--- src/rtl/fuzzy_pkg.sv ---
// Shared types and sizing constants for the fuzzy risk core frame initiator.
package fuzzy_pkg;

  localparam int BYTE_W    = 8;
  localparam int MAX_BYTES = 8;
  localparam int IDX_W     = 3;
  localparam int HOLD_W    = 4;
  localparam int PACE_W    = 8;

  typedef enum logic [2:0] {
    IDLE,
    LOAD,
    SEND,
    SETTLE,
    RESULT,
    GAP
  } state_e;

endpackage

--- src/rtl/fuzzy_pace_cnt.sv ---
// Loadable down-counter with a zero flag; a load takes priority over counting.
module fuzzy_pace_cnt #(
  parameter int WIDTH = 8
) (
  input  logic             clk,
  input  logic             rst_n,
  input  logic             load,
  input  logic [WIDTH-1:0] load_val,
  input  logic             en,
  output logic             zero
);

  logic [WIDTH-1:0] count_q, count_d;

  always_comb begin
    count_d = count_q;
    if (load) begin
      count_d = load_val;
    end else if (en && (count_q != '0)) begin
      count_d = count_q - WIDTH'(1);
    end
  end

  always_ff @(posedge clk or negedge rst_n) begin
    if (!rst_n) begin
      count_q <= '0;
    end else begin
      count_q <= count_d;
    end
  end

  assign zero = (count_q == '0);

endmodule

--- src/rtl/fuzzy_frame_tx.sv ---
// Frame initiator: buffers operand bytes, strobes them to the core, samples risk.
// Optional RISK_ALARM_EN adds ALARM_THRESH and a registered alarm output.
module fuzzy_frame_tx
  import fuzzy_pkg::*;
#(
  parameter int NUM_BYTES     = 2,
  parameter int HOLD_CYCLES   = 1,
  parameter int SETTLE_CYCLES = 4,
  parameter int GAP_CYCLES    = 2
`ifdef RISK_ALARM_EN
  ,
  parameter logic [7:0] ALARM_THRESH = 8'd200
`endif
) (
  input  logic       clk,
  input  logic       rst_n,
  input  logic [7:0] in_data,
  input  logic       in_valid,
  output logic       in_ready,
  output logic       ss_n,
  output logic [7:0] data_bus,
  input  logic [7:0] risk_in,
  output logic [7:0] res_data,
  output logic       res_valid,
  input  logic       res_ready,
  output logic       busy
`ifdef RISK_ALARM_EN
  ,
  output logic       alarm
`endif
);

  state_e state_q, state_d;

  logic [IDX_W-1:0]  idx_q, idx_d;
  logic [BYTE_W-1:0] frame_q [MAX_BYTES];
  logic [BYTE_W-1:0] frame_d [MAX_BYTES];
  logic [BYTE_W-1:0] res_data_q, res_data_d;
  logic              in_ready_q, in_ready_d;

  logic              accept;
  logic              last_idx;
  logic              hold_load, hold_en, hold_zero;
  logic              pace_load, pace_en, pace_zero;
  logic [PACE_W-1:0] pace_val;

  assign accept   = in_valid & in_ready_q;
  assign last_idx = (idx_q == IDX_W'(NUM_BYTES - 1));

  // Hold counter paces each byte on data_bus; reloaded per byte.
  assign hold_en   = (state_q == SEND);
  assign hold_load = ((state_d == SEND) && (state_q != SEND)) ||
                     ((state_q == SEND) && hold_zero && !last_idx);

  fuzzy_pace_cnt #(
    .WIDTH(HOLD_W)
  ) u_hold_cnt (
    .clk     (clk),
    .rst_n   (rst_n),
    .load    (hold_load),
    .load_val(HOLD_W'(HOLD_CYCLES - 1)),
    .en      (hold_en),
    .zero    (hold_zero)
  );

  // SETTLE and GAP never overlap, so one counter serves both.
  assign pace_en   = (state_q == SETTLE) || (state_q == GAP);
  assign pace_load = ((state_d == SETTLE) && (state_q != SETTLE)) ||
                     ((state_d == GAP) && (state_q != GAP));
  assign pace_val  = (state_d == SETTLE) ? PACE_W'(SETTLE_CYCLES - 1)
                                         : PACE_W'(GAP_CYCLES - 1);

  fuzzy_pace_cnt #(
    .WIDTH(PACE_W)
  ) u_pace_cnt (
    .clk     (clk),
    .rst_n   (rst_n),
    .load    (pace_load),
    .load_val(pace_val),
    .en      (pace_en),
    .zero    (pace_zero)
  );

  always_ff @(posedge clk or negedge rst_n) begin
    if (!rst_n) begin
      state_q <= IDLE;
    end else begin
      state_q <= state_d;
    end
  end

  always_comb begin
    state_d = state_q;
    case (state_q)
      IDLE: begin
        if (accept) begin
          state_d = (NUM_BYTES == 1) ? SEND : LOAD;
        end
      end
      LOAD: begin
        if (accept && last_idx) begin
          state_d = SEND;
        end
      end
      SEND: begin
        if (hold_zero && last_idx) begin
          state_d = SETTLE;
        end
      end
      SETTLE: begin
        if (pace_zero) begin
          state_d = RESULT;
        end
      end
      RESULT: begin
        if (res_ready) begin
          state_d = GAP;
        end
      end
      GAP: begin
        if (pace_zero) begin
          state_d = IDLE;
        end
      end
      default: state_d = IDLE;
    endcase
  end

  // in_ready is registered so it reads 0 while reset is held.
  always_comb begin
    in_ready_d = (state_d == IDLE) || (state_d == LOAD);
    in_ready   = in_ready_q;
    ss_n       = (state_q != SEND);
    data_bus   = (state_q == SEND) ? frame_q[idx_q] : '0;
    res_valid  = (state_q == RESULT);
    res_data   = res_data_q;
    busy       = (state_q != IDLE);
  end

  always_comb begin
    idx_d      = idx_q;
    frame_d    = frame_q;
    res_data_d = res_data_q;
    case (state_q)
      IDLE: begin
        if (accept) begin
          frame_d[0] = in_data;
          idx_d      = (NUM_BYTES == 1) ? '0 : IDX_W'(1);
        end
      end
      LOAD: begin
        if (accept) begin
          frame_d[idx_q] = in_data;
          idx_d          = last_idx ? '0 : idx_q + IDX_W'(1);
        end
      end
      SEND: begin
        if (hold_zero) begin
          idx_d = last_idx ? '0 : idx_q + IDX_W'(1);
        end
      end
      SETTLE: begin
        if (pace_zero) begin
          res_data_d = risk_in;
        end
      end
      default: ;
    endcase
  end

  always_ff @(posedge clk or negedge rst_n) begin
    if (!rst_n) begin
      idx_q      <= '0;
      res_data_q <= '0;
      in_ready_q <= 1'b0;
      for (int i = 0; i < MAX_BYTES; i++) begin
        frame_q[i] <= '0;
      end
    end else begin
      idx_q      <= idx_d;
      res_data_q <= res_data_d;
      in_ready_q <= in_ready_d;
      frame_q    <= frame_d;
    end
  end

`ifdef RISK_ALARM_EN
  logic alarm_q, alarm_d;

  always_comb begin
    alarm_d = alarm_q;
    if ((state_q == SETTLE) && pace_zero) begin
      alarm_d = (risk_in >= ALARM_THRESH);
    end
  end

  always_ff @(posedge clk or negedge rst_n) begin
    if (!rst_n) begin
      alarm_q <= 1'b0;
    end else begin
      alarm_q <= alarm_d;
    end
  end

  assign alarm = alarm_q;
`endif

endmodule

--- config.mk ---
export PLATFORM = sky130hd
export DESIGN_NAME = fuzzy_frame_tx
export DESIGN_NICKNAME = d
export VERILOG_FILES = /design/src/rtl/fuzzy_pkg.sv /design/src/rtl/fuzzy_pace_cnt.sv /design/src/rtl/fuzzy_frame_tx.sv
export SDC_FILE = /design/constraint.sdc
export NUM_CORES = 1
export LEC_CHECK = 0
export CORE_ASPECT_RATIO = 0.7
export CORE_MARGIN = 2
export CORE_UTILIZATION = 59
export DETAILED_ROUTE_END_ITERATION = 7
export PLACE_DENSITY = 0.92
export SYNTH_ARGS = -nofsm -noshare
export SYNTH_HDL_FRONTEND = slang
export SYNTH_SLANG_ARGS = --single-unit
export TNS_END_PERCENT = 1
--- constraint.sdc ---
create_clock -name clk -period 6 [get_ports clk]
set_input_delay 1.2 -clock clk [delete_from_list [all_inputs] [get_ports clk]]
set_output_delay 1.2 -clock clk [all_outputs]
set_load 0.05 [all_outputs]
==> qor.csv <==
stage,metric,value,unit
timing,fin_crit,4.54,ns
timing,final-hold-violation-count,0,
hold_path,min_path_type,reg -> reg,
synth,synth_fp_nets,373,
final_layout,final_cell_mix,"91 x dfrtp_1, 71 x mux2_2, 38 x clkdlybuf4s50_1, 18 x nor2_1, 14 x a21oi_1",
synth,synth_edf_count,0,
global_routing,first_global_vias,2915,
worst_setup_path,arrival,3.34,ns
global_routing,grt_pass1_wl,15.3,mm
placement,io_buffer_count,39,
worst_setup_path,timing.rr.start,idx_q[0],
die,die_y,76.6,um
status,status,completed,
cts,cts_resized,0,
pwr,ir_drop,0.000253,V
drt,drc,0,
cts,cts_hold_buffers,0,
placement,place_hpwl,6.29,mm
timing,slew_headroom,30.8,%
die,rows,26,
placement,place_area,0.00487,mm^2
final_layout,layout_commonest_cell,dfrtp_1,
drt,vias_per_cell,6.20,
synth,postSynthAreaPerCell,12.7,um^2
final_layout,n_antenna_cell,0,
worst_setup_path,crit_path_start_kind,flop,
timing,rsz0062_at_grt,no,
timing,clock.fmax,220,MHz
global_routing,track_usage,24.3,%
pwr,p_leak,2.32,nW
synth,ys.flop_type,dfrtp_1,
die,io_pins,40,
drt,dr_total_vias,2999,
cts,cts_buffers,9,
synth,ys_types,57,
cts,cts.sinks,91,
global_routing,grt_max_degree,71,
placement,routabilityCongestion,0.847,
cts,clk_path_buf_depth,2,
timing,finClkSkew,0.00873,ns
synth,ys_ff_latch,91,
global_routing,antenna_found_initial,0,
drt,wl_per_cell,19.5,um
worst_setup_path,worstSetupEndpointType,output port,
worst_setup_path,startpoint,idx_q[0],
pwr,fin_total_pwr,2.12,mW
die,core,0.00729,mm^2
final_layout,fin_area,0.00506,mm^2
drt,wl,9.46,mm
hold_path,hp-start,res_data[0],
die,start_util,61.0,%
cts,postCtsSetupRepairBufs,0,
synth,synthesis.area,0.00444,mm^2
cts,cts_tree,done,
synth,synthArstFlopShare,100,%
timing,tightest_slew,1.04,ns
die,die_w,108,um
flow_run,max-cap-violations,0,
die,dieArea,0.00825,mm^2
drt,ant_nets,0,
worst_setup_path,crit_type,reg -> out,
final_layout,nets,404,
synth,syn_inst,351,
timing,setup_viol,0,
global_routing,overflow,0,
synth,ys_warn_count,0,
final_layout,syn2layout_area_growth,14.0,%
timing,fin_tns_setup,0,ns
cts,cts_max_level,3,
worst_setup_path,cp_max_fo,28,
worst_setup_path,required,4.80,ns
pwr,p_per_area,418,mW/mm^2
timing,post-route-period-util,75.6,%
final_layout,layout-drive-gt1-share,29.0,%
drt,drtIter0Drc,212,
final_layout,seq_area,0.00228,mm^2
final_layout,multi_input_area,0.00204,mm^2
cts,clock_latency,0.36,ns
drt,drt-pass1-iter-count,4,
synth,synth-seq-area-share,51.3,%
cts,path_clk_slew,0.08,ns
cts,root_buffer,clkbuf_8,
final_layout,nFillCells,525,
timing,drv_slew,0,
-- cells in the mapped netlist, types with 7 or more instances --
library cell	number	area, um^2
a21oi_1	14	70.1
a221oi_1	7	61.3
a22oi_1	7	52.6
a2bb2oi_1	7	61.3
buf_2	7	35.0
clkbuf_1	12	45.0
dfrtp_1	91	2280
mux2_2	71	800
mux2_4	8	120
mux2i_1	11	110
nand2_1	10	37.5
nor2_1	18	67.6
o21a_1	7	52.6
-- worst max-delay path, cell delays in order (launching register included) --
cell and delay, ns:
dfrtp_1 0.50, buf_4 0.41, nor2b_1 0.69, a221oi_1 0.22, a21oi_1 0.19, o21a_1 0.16
clkdlybuf4s50_1 0.80
-- metal layers --
layer / routed length, um / global-route usage [%]
met5: 0 / 0
met4: 143 / 5.77
met3: 697 / 6.42
met2: 4380 / 36.2
met1: 4240 / 36.0
-- cells by family after synthesis --
family	after synthesis	share of synthesized area, %
xor gates and xnor gates	5	0.986
muxes	92	24.2
DFF	91	51.3
and+or+nand+nor	77	11.0
AOI/OAI and AO/OA	56	9.21
buffers and inverters	28	2.82
adders and majority gates	2	0.563
-- power breakdown --
group	internal, mW	leakage (nW)	switching (mW)
logic	0.362	1.02	0.503
registers	0.735	1.20	0.110
clock network	0.202	0.0954	0.206
-- worst paths after layout --
path                       depth (start not counted)  slack [ns]                     to
max in group asynchronous                          2        4.14             frame_q[5]
min in group asynchronous                          1        0.71            frame_q[51]
setup reg to reg                                   5        3.37  u_hold_cnt.count_q[1]
setup / recovery                                   6        1.46            data_bus[7]
hold reg to reg                                    1        0.51            res_data[0]
hold / removal                                     1        0.51            res_data[0]
-- through the flow --
stage,setup slack [ns],cells,hold WS [ns],util [%]
floorplan,2.89,351,0.474,-
global placement,2.04,469,0.483,66.9
detailed placement,1.93,469,0.492,66.9
CTS,1.52,484,0.512,69.5
global route,1.29,484,0.528,69.5
finish,1.46,484,0.510,69.5
-- state kept, by name, indices dropped and copies added (netlist names) --
| signal | count |
|---|---|
| u_pace_cnt.count_q | 8 |
| idx_q | 3 |
| in_ready | 1 |
| state_q | 3 |
| frame_q | 64 |
| u_hold_cnt.count_q | 4 |
| res_data | 8 |
-- cell type report --
class                      count  area share [%]
clock buffer                  11            2.79
timing repair buffer          42            8.10
tap                           98            2.42
inverter                       6           0.445
sequential                    91            45.0
clock inverter                 4            1.01
multi-input combinational    232            40.3
(Power assumes the default switching activity.)
